`src/rtl/lz77_match_sel_pkg.sv`:
```
// Shared types and sizes for the LZ77 match path.
// Used by the comparator stage, the selector and the encoder top.
package lz77_match_sel_pkg;

   localparam int WIN_DEFAULT = 9;
   localparam int LEN_W       = 3;

   typedef enum logic [1:0] {
      IDLE,
      SCAN,
      DONE
   } state_t;

   function automatic logic [LEN_W-1:0] min_len(
      input logic [LEN_W-1:0] a,
      input logic [LEN_W-1:0] b
   );
      return (a < b) ? a : b;
   endfunction

endpackage

```
`src/rtl/lz77_match_sel.sv`:
```
// Longest-match selector: walks window offsets one per cycle and keeps the
// longest clipped match; the comparator sits outside and follows offset_idx.
module lz77_match_sel
   import lz77_match_sel_pkg::*;
#(
   parameter int WIN = WIN_DEFAULT
) (
   input  logic             clk,
   input  logic             reset,
   input  logic             start,
   input  logic [3:0]       win_cnt,
   input  logic [LEN_W-1:0] max_len,
   input  logic [LEN_W-1:0] len_in,
   output logic [3:0]       offset_idx,
   output logic             busy,
   output logic             done,
   output logic [3:0]       match_offset,
   output logic [LEN_W-1:0] match_len
);

   localparam logic [3:0] WIN_W = 4'(WIN);

   state_t           state_q, state_d;
   logic [3:0]       off_q, off_d;
   logic [3:0]       win_q, win_d;
   logic [LEN_W-1:0] max_q, max_d;
   logic [LEN_W-1:0] best_len_q, best_len_d;
   logic [3:0]       best_off_q, best_off_d;
   logic [3:0]       mo_q, mo_d;
   logic [LEN_W-1:0] ml_q, ml_d;
   logic [LEN_W-1:0] eff_len;
   logic [3:0]       win_sat;

   always_comb begin
      state_d    = state_q;
      off_d      = off_q;
      win_d      = win_q;
      max_d      = max_q;
      best_len_d = best_len_q;
      best_off_d = best_off_q;
      mo_d       = mo_q;
      ml_d       = ml_q;
      eff_len    = min_len(len_in, max_q);
      win_sat    = (win_cnt > WIN_W) ? WIN_W : win_cnt;

      unique case (state_q)
         IDLE: begin
            if (start) begin
               win_d      = win_sat;
               max_d      = max_len;
               best_len_d = '0;
               best_off_d = '0;
               off_d      = '0;
               if (win_sat == 4'd0) begin
                  state_d = DONE;
                  mo_d    = '0;
                  ml_d    = '0;
               end else begin
                  state_d = SCAN;
               end
            end
         end
         SCAN: begin
            // strict compare keeps the lowest offset on ties
            if (eff_len > best_len_q) begin
               best_len_d = eff_len;
               best_off_d = off_q;
            end
            if (off_q == win_q - 4'd1 || eff_len == max_q) begin
               state_d = DONE;
               off_d   = '0;
               mo_d    = best_off_d;
               ml_d    = best_len_d;
            end else begin
               off_d = off_q + 4'd1;
            end
         end
         DONE: begin
            state_d = IDLE;
         end
         default: begin
            state_d = IDLE;
         end
      endcase
   end

   always_ff @(posedge clk) begin
      if (reset) begin
         state_q    <= IDLE;
         off_q      <= '0;
         win_q      <= '0;
         max_q      <= '0;
         best_len_q <= '0;
         best_off_q <= '0;
         mo_q       <= '0;
         ml_q       <= '0;
      end else begin
         state_q    <= state_d;
         off_q      <= off_d;
         win_q      <= win_d;
         max_q      <= max_d;
         best_len_q <= best_len_d;
         best_off_q <= best_off_d;
         mo_q       <= mo_d;
         ml_q       <= ml_d;
      end
   end

   assign offset_idx   = off_q;
   assign busy         = (state_q == SCAN);
   assign done         = (state_q == DONE);
   assign match_offset = mo_q;
   assign match_len    = ml_q;

endmodule

```
`config.mk`:
```
export PLATFORM = sky130hd
export DESIGN_NAME = lz77_match_sel
export DESIGN_NICKNAME = d
export VERILOG_FILES = /design/src/rtl/lz77_match_sel_pkg.sv /design/src/rtl/lz77_match_sel.sv
export SDC_FILE = /design/constraint.sdc
export NUM_CORES = 1
export LEC_CHECK = 0
export CORE_MARGIN = 3
export CORE_UTILIZATION = 40
export CTS_BUF_LIST = sky130_fd_sc_hd__clkbuf_8
export DETAILED_ROUTE_END_ITERATION = 6
export PLACE_DENSITY_LB_ADDON = 0.12
export SYNTH_ARGS = -nofsm -noshare
export SYNTH_HDL_FRONTEND = slang
export SYNTH_SLANG_ARGS = --single-unit
```
`constraint.sdc`:
```
create_clock -name clk -period 4.1 [get_ports clk]
set_input_delay 0.615 -clock clk [delete_from_list [all_inputs] [get_ports clk]]
set_output_delay 0.615 -clock clk [all_outputs]
set_load 0.01 [all_outputs]
```
==> results of run 1 <==
power by group through the flow:
stage	clock [mW]	combinational (mW)	sequential, mW
3_5_place_dp	0	0.128	0.287
3_3_place_gp	0	0.123	0.287
5_1_grt	0.171	0.144	0.283
6_report	0.152	0.128	0.281
2_1_floorplan	0	0.0944	0.285
4_1_cts	0.157	0.128	0.281
worst max path at each step:
stage / from / end / slack, ns / depth (start not counted)
global route: len_in[2] / best_off_q[1] / 0.11 / 14
floorplan: len_in[2] / best_off_q[0] / 0.95 / 13
detailed placement: len_in[2] / best_off_q[3] / 0.06 / 14
global placement: len_in[2] / best_off_q[2] / 0.23 / 14
CTS: len_in[2] / best_off_q[3] / 0.36 / 14
finish: len_in[2] / best_off_q[3] / 0.37 / 14
through the flow:
stage          cells  power [mW]  setup slack, ns  utilization  hold slack [ns]
2_1_floorplan    170       0.380            0.946            -            0.445
4_1_cts          238       0.566            0.361        0.513            0.470
5_1_grt          238       0.598            0.107        0.513            0.490
3_5_place_dp     234       0.415           0.0599        0.500            0.456
6_report         238       0.561            0.369        0.513            0.467
3_3_place_gp     234       0.410            0.227        0.500            0.448
synth_stat cells, drive strengths merged, types with 3 or more instances:
cell / count
nand4: 8
ha: 9
xor2: 4
dfxtp: 27
nand2: 23
buf: 3
and2: 3
a22oi: 7
nor2: 17
o21ai: 11
a21oi: 8
inv: 10
xnor2: 7
clkbuf: 5
mux2: 5
worst register-to-register path: stages (launching register included):
cell                      delay, ns
sky130_fd_sc_hd__dfxtp_1       0.40
sky130_fd_sc_hd__ha_1          0.28
sky130_fd_sc_hd__and2_1        0.19
sky130_fd_sc_hd__a311o_1       0.35
sky130_fd_sc_hd__mux2i_1       0.21
sky130_fd_sc_hd__inv_1         0.06
sky130_fd_sc_hd__ha_1          0.29
sky130_fd_sc_hd__nand3_1       0.08
sky130_fd_sc_hd__o21ai_0       0.13
sky130_fd_sc_hd__nor2_1        0.43
sky130_fd_sc_hd__mux2_2        0.41
sky130_fd_sc_hd__a22oi_1       0.15
sky130_fd_sc_hd__nor2_1        0.06
per-layer routing:
metal | GRT usage | wire [um] | up-vias
li1 | - | - | 628
met1 | 0.202 | 1480 | 592
met2 | 0.261 | 1510 | 22
met3 | 0.0306 | 106 | 2
met4 | 0.0457 | 21 | 0
met5 | 0 | 0 | -
cell families after synthesis:
logic type,count (synthesis),synth area share
multiplexers,6,0.0458
XOR/XNOR,11,0.0666
adder cells (fa/ha/maj),9,0.0779
buffers and inverters,18,0.0640
AND/OR/NAND/NOR,63,0.207
AO/OA/AOI/OAI,36,0.165
flip-flops,27,0.374
placed cells by master, fill, tap and decap left out, types with 4 or more instances in the layout:
cell	n
sky130_fd_sc_hd__xnor2_1	7
sky130_fd_sc_hd__nand4_1	8
sky130_fd_sc_hd__inv_1	10
sky130_fd_sc_hd__a22oi_1	7
sky130_fd_sc_hd__clkdlybuf4s50_1	25
sky130_fd_sc_hd__dfxtp_1	27
sky130_fd_sc_hd__xor2_1	4
sky130_fd_sc_hd__nor2_1	17
sky130_fd_sc_hd__nand2_1	23
sky130_fd_sc_hd__a21oi_1	8
sky130_fd_sc_hd__mux2_2	5
sky130_fd_sc_hd__o21ai_0	11
sky130_fd_sc_hd__ha_1	9
area by class of cell:
type	instances	area [sq um]	share of cell area
Inverter	10	37.5	0.0214
Timing Repair Buffer	26	258	0.147
Tap cell	46	57.6	0.0328
Multi-Input combinational cell	125	813	0.464
Clock buffer	3	41.3	0.0236
Sequential cell	27	541	0.308
Clock inverter	1	5.00	0.00286
sequential cells by signal, indices dropped and copies added, names as in the netlist:
signal,count
state_q,2
match_len,3
max_q,3
best_len_q,3
match_offset,4
offset_idx,4
win_q,4
best_off_q,4
==> results.rst, run 1 <==
.. list-table::
   :header-rows: 1

   * - Metric
     - Value
   * - Outcome
     - finished clean
   * - NetSw
     - 163 uW
   * - Part of the Yosys area used for sequential elements
     - 0.374
   * - CTS tree
     - built
   * - Final setup TNS
     - 0 ns
   * - Top cell type by total area after synthesis
     - sky130_fd_sc_hd__dfxtp_1
   * - Share of layout cells above drive strength 1
     - 0.0729
   * - Number of DRC violations after detailed routing
     - 0
   * - CP Buf/Inv Count
     - 3
   * - Leftover overflow at the end of global routing
     - 0
   * - Buffer count from post-CTS setup fixing
     - 0
   * - DR vias
     - 1244
   * - Reg-to-reg critical path endpoint
     - best_off_q[3]
   * - Critical path launch point type
     - input port
   * - Syn_nets
     - 192
   * - CP max stage delay
     - 0.52 ns
   * - Pint
     - 397 uW
   * - Antenna violations before repair
     - 0
   * - Area post-placement
     - 1710 sq um
   * - Hold Path End
     - match_offset[0]
   * - Classification of the worst-slack hold path
     - flip-flop to flip-flop
   * - Post-cts resize count
     - 0
   * - Arrival @ worst endpoint
     - 3.87 ns
   * - Initial DRC count
     - 65
   * - Die Area
     - 4370 sq um
   * - Wire length of the first global-routing pass
     - 5340 um
   * - Clock slew seen by the registers of the worst setup and hold paths
     - 0.09 ns
   * - Min-Delay Path Depth
     - 2
   * - EDFF count, synth
     - 0
   * - Number of setup violations in the final report
     - 0
   * - Total power divided by cell area
     - 320 nW/um^2
   * - Proportion of netlist area held by the largest area contributor
     - 0.374
   * - Fraction of power consumed by combinational cells
     - 0.228
   * - # Max-Cap Violations
     - 0
   * - All-layer global routing usage
     - 0.156
   * - Die span in y
     - 66.1 um
   * - Max Fclk
     - 268 MHz
   * - Number of global-route vias before repair
     - 1159
   * - Count of yosys warnings during synthesis
     - 0
   * - Insertion delay to the later sink of the worst-skew pair
     - 0.27 ns
   * - Fraction of power spent switching nets
     - 0.292
   * - Share of total power in sequential cells
     - 0.501
   * - Type of the worst setup path
     - input port to flip-flop
   * - Total half-perimeter wirelength after legalization and detailed placement
     - 2320 um
   * - RSZ-0062 raised after global routing
     - false
   * - Die X-Extent
     - 66.1 um
   * - Synth Register Bits
     - 27
   * - Gpl congestion
     - 0.700
   * - Number of rows in the core area
     - 21
   * - Fraction of power consumed by the clock network
     - 0.270
   * - Peak ir drop on the vdd network
     - 0.155 mV
   * - Area Growth Syn to Fin
     - 21.2%
   * - Most common flop cell mapped by yosys
     - sky130_fd_sc_hd__dfxtp_1
   * - Transition time of the tightest slew-check pin
     - 0.652 ns
   * - Worst reg2reg setup slack
     - 0.94 ns
   * - Maximum number of pins on one net before global-route repair
     - 18
   * - Dominant delay contributor by cell family on the critical path
     - simple AND/OR/NAND/NOR gates
   * - Wirelength per Cell
     - 13.1 um
   * - Worst-case headroom to the max-slew limit
     - 0.564
   * - Antenna diodes
     - 0
   * - Number of inserted filler cells in the final layout
     - 353
   * - Count of cell types in the netlist
     - 36
   * - Vias per cell
     - 5.23
   * - H-tree depth
     - 1
   * - Tcrit/Tclk final
     - 0.910
   * - Final max-slew violation count
     - 0
   * - Critical path peak fanout
     - 7
   * - Worst-case clock skew
     - 0.00245 ns
   * - Leakage power summed over all cells
     - 0.645 nW
   * - Cell Area, Synth
     - 1450 sq um
   * - Crit path required time
     - 4.24 ns
   * - Port bufs
     - 25
   * - Slowest-stage cell, CP
     - sky130_fd_sc_hd__clkdlybuf4s50_1
   * - Leading cell types by total area after synthesis
     - sky130_fd_sc_hd__dfxtp_1 37%, sky130_fd_sc_hd__ha_1 7.8%, sky130_fd_sc_hd__nand2_1 6.0%
   * - Ordered cell list for the critical path
     - clkdlybuf4s50_1 -> inv_1 -> ha_1 -> and2_1 -> a311o_1 -> mux2i_1 -> inv_1 -> ha_1 -> nand3_1 -> o21ai_0 -> nor2_1 -> mux2_2 -> a22oi_1 -> nor2_1
   * - Sum of routed wire length over all layers
     - 3120 um
   * - CTS Buf Count
     - 3
   * - Number of detailed-routing iterations run before antenna repair
     - 4
   * - Number of cells traversed by the worst register-to-register path
     - 12
   * - Number of standard cells after synthesis
     - 170
   * - Clock sinks
     - 27
   * - Design Area, Final
     - 1750 sq um
   * - Clock Root Buffer
     - sky130_fd_sc_hd__clkbuf_8
   * - Syn_area_per_cell
     - 8.51 sq um
   * - Number of nets in the layout
     - 215
   * - Post-CTS Hold Fix Bufs
     - 0
   * - Ports placed on the boundary
     - 26
   * - Starting Density
     - 0.423
   * - Worst-case clock buffer depth
     - 2
   * - Kind of capture point of the worst setup path
     - flip-flop
   * - Remaining antenna violation count
     - 0
   * - Final hold vios
     - 0
   * - Hold path startpoint
     - match_offset[0]
   * - Proportion of register bits with asynchronous set or reset after synthesis
     - 0
   * - Min cycle time layout
     - 3.73 ns
   * - Placeable core region
     - 3420 sq um
   * - Reg-to-reg startpoint
     - max_q[2]
(Power assumes the default switching activity.)
==> inputs of run 2 (changes only) <==
--- a/config.mk
+++ b/config.mk
@@ -5,7 +5,7 @@
 export SDC_FILE = /design/constraint.sdc
 export NUM_CORES = 1
 export LEC_CHECK = 0
-export CORE_MARGIN = 3
+export CORE_MARGIN = 4
 export CORE_UTILIZATION = 40
 export CTS_BUF_LIST = sky130_fd_sc_hd__clkbuf_8
 export DETAILED_ROUTE_END_ITERATION = 6
==> results.rst, run 2 (synthesis results as in run 1) <==
.. list-table::
   :header-rows: 1

   * - Metric
     - Value
   * - Number of setup violations in the final report
     - 0
   * - Worst-case clock buffer depth
     - 2
   * - Antenna diodes
     - 0
   * - Number of detailed-routing iterations run before antenna repair
     - 4
   * - Crit path required time
     - 4.24 ns
   * - Placeable core region
     - 3420 sq um
   * - Transition time of the tightest slew-check pin
     - 0.659 ns
   * - Outcome
     - finished clean
   * - Remaining antenna violation count
     - 0
   * - Number of rows in the core area
     - 21
   * - Critical path launch point type
     - input port
   * - Clock Root Buffer
     - sky130_fd_sc_hd__clkbuf_8
   * - Classification of the worst-slack hold path
     - flip-flop to flip-flop
   * - Die span in y
     - 68.1 um
   * - All-layer global routing usage
     - 0.151
   * - Insertion delay to the later sink of the worst-skew pair
     - 0.27 ns
   * - Number of inserted filler cells in the final layout
     - 342
   * - Fraction of power spent switching nets
     - 0.290
   * - Wirelength per Cell
     - 13.0 um
   * - Design Area, Final
     - 1750 sq um
   * - Pre-CTS worst setup slack
     - 0.0399 ns
   * - Die X-Extent
     - 68.1 um
   * - Post-cts resize count
     - 0
   * - Worst-case headroom to the max-slew limit
     - 0.559
   * - Share of layout cells above drive strength 1
     - 0.0729
   * - Number of DRC violations after detailed routing
     - 0
   * - Total power divided by cell area
     - 319 nW/um^2
   * - Port bufs
     - 25
   * - Type of the worst setup path
     - input port to flip-flop
   * - Gpl congestion
     - 0.701
   * - Worst-case clock skew
     - 0.00425 ns
   * - Met2 wire length
     - 1560 um
   * - Leftover overflow at the end of global routing
     - 0
   * - Fraction of power consumed by combinational cells
     - 0.229
   * - Starting Density
     - 0.423
   * - Max Fclk
     - 266 MHz
   * - Final hold vios
     - 0
   * - Area Growth Syn to Fin
     - 21.2%
   * - Arrival @ worst endpoint
     - 3.90 ns
   * - Top library cells by usage in the layout, fill and taps aside
     - 27 x sky130_fd_sc_hd__dfxtp_1, 25 x sky130_fd_sc_hd__clkdlybuf4s50_1, 23 x sky130_fd_sc_hd__nand2_1
   * - # Max-Cap Violations
     - 0
   * - Fraction of power consumed by the clock network
     - 0.268
   * - Ports placed on the boundary
     - 26
   * - Tcrit/Tclk final
     - 0.917
   * - Critical path peak fanout
     - 7
   * - Number of global-route vias before repair
     - 1260
   * - RSZ-0062 raised after global routing
     - false
   * - Clock slew seen by the registers of the worst setup and hold paths
     - 0.09 ns
   * - DRT met1 WL
     - 1430 um
   * - Share of total power in sequential cells
     - 0.502
   * - Kind of capture point of the worst setup path
     - flip-flop
   * - Pint
     - 397 uW
   * - Final max-slew violation count
     - 0
   * - Vias per cell
     - 5.15
   * - Topmost layer with routed signal wires
     - met4
   * - DR vias
     - 1225
   * - Initial DRC count
     - 67
   * - CTS tree
     - built
   * - Wire length of the first global-routing pass
     - 5450 um
   * - Final WS setup
     - 0.341 ns
   * - Leakage power summed over all cells
     - 0.645 nW
   * - NetSw
     - 163 uW
   * - Area post-placement
     - 1710 sq um
   * - Sum of routed wire length over all layers
     - 3100 um
   * - Most common library cell in the layout ignoring fill and taps
     - sky130_fd_sc_hd__dfxtp_1
   * - Peak ir drop on the vdd network
     - 0.161 mV
   * - Final setup TNS
     - 0 ns
   * - Maximum number of pins on one net before global-route repair
     - 18
   * - Clock sinks
     - 27
   * - H-tree depth
     - 1
   * - CTS Buf Count
     - 3
   * - Post-CTS Hold Fix Bufs
     - 0
   * - Die Area
     - 4640 sq um
   * - Antenna violations before repair
     - 0
   * - Min cycle time layout
     - 3.76 ns
   * - Buffer count from post-CTS setup fixing
     - 0
   * - Total half-perimeter wirelength after legalization and detailed placement
     - 2340 um
   * - Met3 layer wire length in the routed design
     - 90 um
   * - Number of nets in the layout
     - 215
==> run 2: path summary, 6_finish.rpt <==
| check | endpoint | cells past startpoint | start | slack, ns |
|---|---|---|---|---|
| max | best_off_q[3] | 14 | len_in[2] | 0.34 |
| min | match_len[2] | 2 | match_len[2] | 0.46 |
| max reg2reg | best_off_q[3] | 12 | max_q[2] | 0.91 |
| min reg2reg | match_len[2] | 2 | match_len[2] | 0.46 |
==> run 2: worst max-delay path, cell delays in order <==
cell and delay, ns:
sky130_fd_sc_hd__clkdlybuf4s50_1 0.53, sky130_fd_sc_hd__inv_1 0.06, sky130_fd_sc_hd__ha_1 0.32, sky130_fd_sc_hd__and2_1 0.18
sky130_fd_sc_hd__a311o_1 0.35, sky130_fd_sc_hd__mux2i_1 0.21, sky130_fd_sc_hd__inv_1 0.07, sky130_fd_sc_hd__ha_1 0.29
sky130_fd_sc_hd__nand3_1 0.08, sky130_fd_sc_hd__o21ai_0 0.13, sky130_fd_sc_hd__nor2_1 0.45, sky130_fd_sc_hd__mux2_2 0.41
sky130_fd_sc_hd__a22oi_1 0.14, sky130_fd_sc_hd__nor2_1 0.06
==> run 2: per-layer routing <==
| metal | track usage | up-vias |
|---|---|---|
| li1 | - | 632 |
| met1 | 0.183 | 570 |
| met2 | 0.276 | 19 |
| met3 | 0.0230 | 4 |
| met4 | 0.0372 | 0 |
| met5 | 0 | - |
==> run 2: metrics by stage <==
stage	instances	power (mW)	hold slack [ns]	utilization
2_1_floorplan	170	0.380	0.445	-
3_3_place_gp	234	0.410	0.448	0.500
3_5_place_dp	234	0.416	0.456	0.500
4_1_cts	238	0.567	0.471	0.513
5_1_grt	238	0.593	0.505	0.513
6_report	238	0.560	0.463	0.513
==> run 2: power groups by stage <==
stage	registers, mW	clock network (mW)	logic, mW
6_report	0.281	0.150	0.128
5_1_grt	0.283	0.167	0.143
4_1_cts	0.282	0.156	0.129
3_5_place_dp	0.288	0	0.129
3_3_place_gp	0.287	0	0.123
2_1_floorplan	0.285	0	0.0944
==> run 2: cell type report <==
cell class	count	area, sq um	share of cell area
multi-input combinational	125	813	0.464
sequential	27	541	0.308
timing repair buffer	26	258	0.147
tap	46	57.6	0.0328
clock buffer	3	41.3	0.0236
inverter	10	37.5	0.0214
clock inverter	1	5.00	0.00286
==> inputs of run 3 (changes only) <==
--- a/config.mk
+++ b/config.mk
@@ -5,11 +5,11 @@
 export SDC_FILE = /design/constraint.sdc
 export NUM_CORES = 1
 export LEC_CHECK = 0
+export ABC_AREA = 1
 export CORE_MARGIN = 4
 export CORE_UTILIZATION = 40
 export CTS_BUF_LIST = sky130_fd_sc_hd__clkbuf_8
 export DETAILED_ROUTE_END_ITERATION = 6
-export PLACE_DENSITY_LB_ADDON = 0.12
 export SYNTH_ARGS = -nofsm -noshare
 export SYNTH_HDL_FRONTEND = slang
 export SYNTH_SLANG_ARGS = --single-unit
==> results.rst, run 3 <==
.. list-table::
   :header-rows: 1

   * - Metric
     - Value
   * - Outcome
     - finished clean
   * - All-layer global routing usage
     - 0.148
   * - Type of the worst setup path
     - input port to flip-flop
   * - Transition time of the tightest slew-check pin
     - 0.575 ns
   * - Number of cells traversed by the worst register-to-register path
     - 18
   * - Count of cell types in the netlist
     - 26
   * - Most common flop cell mapped by yosys
     - sky130_fd_sc_hd__dfxtp_1
   * - Die span in y
     - 71.7 um
   * - Cell Area, Synth
     - 1620 sq um
   * - Hold path startpoint
     - best_off_q[0]
   * - Syn_area_per_cell
     - 6.52 sq um
   * - Worst-case clock skew
     - 0.00575 ns
   * - Count of yosys warnings during synthesis
     - 0
   * - Gpl congestion
     - 0.806
   * - Reg-to-reg critical path endpoint
     - match_len[1]
   * - Worst-case clock buffer depth
     - 2
   * - Post-CTS Hold Fix Bufs
     - 0
   * - Top cell type by total area after synthesis
     - sky130_fd_sc_hd__dfxtp_1
   * - Most frequent cells after synthesis
     - 74 x sky130_fd_sc_hd__nand2_1, 44 x sky130_fd_sc_hd__inv_1, 27 x sky130_fd_sc_hd__dfxtp_1
   * - Number of rows in the core area
     - 22
   * - Number of DRC violations after detailed routing
     - 0
   * - Final max-slew violation count
     - 0
   * - Syn_nets
     - 271
   * - Sum of routed wire length over all layers
     - 3520 um
   * - H-tree depth
     - 1
   * - Number of detailed-routing iterations run before antenna repair
     - 4
   * - Classification of the worst-slack hold path
     - flip-flop to flip-flop
   * - Reg-to-reg startpoint
     - max_q[1]
   * - Ports placed on the boundary
     - 26
   * - Met2 Resource Use GR
     - 0.260
   * - Starting Density
     - 0.427
   * - Die Area
     - 5140 sq um
   * - Number of global-route vias before repair
     - 1412
   * - GR Layer Usage met1
     - 0.186
   * - Worst reg2reg setup slack
     - 1.47 ns
   * - Utilization of the core after routing
     - 0.515
   * - Buffer count from post-CTS setup fixing
     - 0
   * - Post-cts resize count
     - 0
   * - Min-Delay Path Depth
     - 2
   * - EDFF count, synth
     - 0
   * - Hold Path End
     - best_off_q[0]
   * - Met3 GRT Util
     - 0.0337
   * - Port bufs
     - 25
   * - CTS Buf Count
     - 3
   * - Kind of capture point of the worst setup path
     - flip-flop
   * - Wire length of the first global-routing pass
     - 6230 um
   * - Share of layout cells above drive strength 1
     - 0.0730
   * - Number of standard cells after synthesis
     - 249
   * - Antenna diodes
     - 0
   * - Leakage power summed over all cells
     - 0.907 nW
   * - Wirelength per Cell
     - 10.9 um
   * - Maximum number of pins on one net before global-route repair
     - 16
   * - Most frequently used cell type in the post-synthesis netlist
     - sky130_fd_sc_hd__nand2_1
   * - # Max-Cap Violations
     - 0
   * - RSZ-0062 raised after global routing
     - false
   * - Critical path launch point type
     - input port
   * - Most common library cell in the layout ignoring fill and taps
     - sky130_fd_sc_hd__nand2_1
   * - Tcrit/Tclk final
     - 0.768
   * - Total half-perimeter wirelength after legalization and detailed placement
     - 2660 um
   * - Part of the Yosys area used for sequential elements
     - 0.333
   * - Antenna violations before repair
     - 0
   * - Arrival @ worst endpoint
     - 3.33 ns
   * - Crit path required time
     - 4.28 ns
   * - Max Fclk
     - 317 MHz
   * - Total power divided by cell area
     - 363 nW/um^2
   * - Vias per cell
     - 4.68
   * - Proportion of netlist area held by the largest area contributor
     - 0.333
   * - Initial DRC count
     - 67
   * - Peak ir drop on the vdd network
     - 0.265 mV
   * - Top library cells by usage in the layout, fill and taps aside
     - 74 x sky130_fd_sc_hd__nand2_1, 44 x sky130_fd_sc_hd__inv_1, 27 x sky130_fd_sc_hd__dfxtp_1
   * - Proportion of register bits with asynchronous set or reset after synthesis
     - 0
   * - Insertion delay to the later sink of the worst-skew pair
     - 0.28 ns
   * - Leading cell types by total area after synthesis
     - sky130_fd_sc_hd__dfxtp_1 33%, sky130_fd_sc_hd__nand2_1 17%, sky130_fd_sc_hd__inv_1 10%
   * - Clock Root Buffer
     - sky130_fd_sc_hd__clkbuf_8
   * - Number of nets in the layout
     - 297
   * - Synth Register Bits
     - 27
   * - Leftover overflow at the end of global routing
     - 0
   * - DR vias
     - 1508
   * - Area Growth Syn to Fin
     - 20.6%
   * - Clock slew seen by the registers of the worst setup and hold paths
     - 0.09 ns
   * - Number of setup violations in the final report
     - 0
   * - Remaining antenna violation count
     - 0
   * - Final hold vios
     - 0
   * - Most Used Layer, Global Route
     - met2
   * - Die X-Extent
     - 71.7 um
   * - Smallest hold slack
     - 0.469 ns
   * - CTS tree
     - built
   * - Critical path peak fanout
     - 7
   * - Final setup TNS
     - 0 ns
   * - Min cycle time layout
     - 3.15 ns
   * - Worst-case headroom to the max-slew limit
     - 0.616
   * - Placeable core region
     - 3800 sq um
   * - Clock sinks
     - 27
## run 3: cell count changes in the layout (fill, tap and decap cells not counted), sizes merged, moves of 5 or more
cell / delta
a22oi: -6
o21ai: -7
xnor2: -7
nand2: +54
inv: +39
nor2: +8
nand3: +17
mux2: -5
a21oi: +7
## run 3: worst max path at each step
stage / startpoint / end / slack, ns / depth (start not counted)
3_5_place_dp: len_in[2] / match_len[1] / 0.66 / 17
3_3_place_gp: len_in[2] / match_len[0] / 0.73 / 17
4_1_cts: len_in[2] / match_len[1] / 0.94 / 17
5_1_grt: len_in[2] / match_len[0] / 0.55 / 17
6_report: len_in[2] / match_len[1] / 0.95 / 17
2_1_floorplan: len_in[2] / match_len[1] / 1.51 / 16
## run 3: cells by family (layout without fill, tap and decap cells)
group	Yosys count	count (layout)	share of synthesized area
adders and majority gates	9	9	0.0694
buffers and inverters	54	79	0.130
and+or+nand+nor	135	135	0.380
xor gates and xnor gates	2	2	0.0108
AOI/OAI and AO/OA	22	22	0.0771
DFF	27	27	0.333
## run 3: per-stage QoR
| step | cells | area (sq um) | power (mW) | setup slack, ns |
|---|---|---|---|---|
| finish | 322 | 1960 | 0.711 | 0.950 |
| global route | 322 | 1960 | 0.771 | 0.545 |
| floorplan | 249 | 1620 | 0.488 | 1.51 |
| CTS | 322 | 1960 | 0.719 | 0.944 |
| detailed placement | 318 | 1910 | 0.559 | 0.655 |
| global placement | 318 | 1910 | 0.558 | 0.725 |
## run 3: cell type report
class | instances | area (sq um)
clock buffer | 3 | 41.3
multi-input combinational | 168 | 872
tap | 48 | 60.1
inverter | 50 | 188
fill | 409 | 1840
sequential | 27 | 541
clock inverter | 1 | 5.00
timing repair buffer | 25 | 250
## run 3: report_power, final
group	total, mW	switching [mW]	internal [mW]	leakage [nW]
clock network	0.158	0.0896	0.0683	0.0255
logic	0.251	0.154	0.0977	0.661
registers	0.302	0.0165	0.285	0.221
total	0.711	0.260	0.451	0.907
## run 3: layer usage
metal | routed length (um) | part of all wire | up-vias
li1 | - | - | 819
met1 | 1740 | 0.49 | 659
met2 | 1630 | 0.46 | 28
met3 | 137 | 0.039 | 2
met4 | 22 | 0.0062 | 0
met5 | 0 | 0 | -
## run 3: worst max-delay path, stage by stage
cell	delay, ns
sky130_fd_sc_hd__clkdlybuf4s50_1	0.51
sky130_fd_sc_hd__inv_1	0.06
sky130_fd_sc_hd__ha_1	0.31
sky130_fd_sc_hd__a21oi_2	0.25
sky130_fd_sc_hd__nand2_1	0.10
sky130_fd_sc_hd__nand2_1	0.08
sky130_fd_sc_hd__nand2_1	0.06
sky130_fd_sc_hd__ha_1	0.27
sky130_fd_sc_hd__nand2_1	0.06
sky130_fd_sc_hd__nor2_1	0.13
sky130_fd_sc_hd__nor2_1	0.05
sky130_fd_sc_hd__nor2_1	0.32
sky130_fd_sc_hd__nand3_1	0.17
sky130_fd_sc_hd__nand3_1	0.13
sky130_fd_sc_hd__nand4_1	0.10
sky130_fd_sc_hd__nand2_1	0.07
sky130_fd_sc_hd__nor2_1	0.05
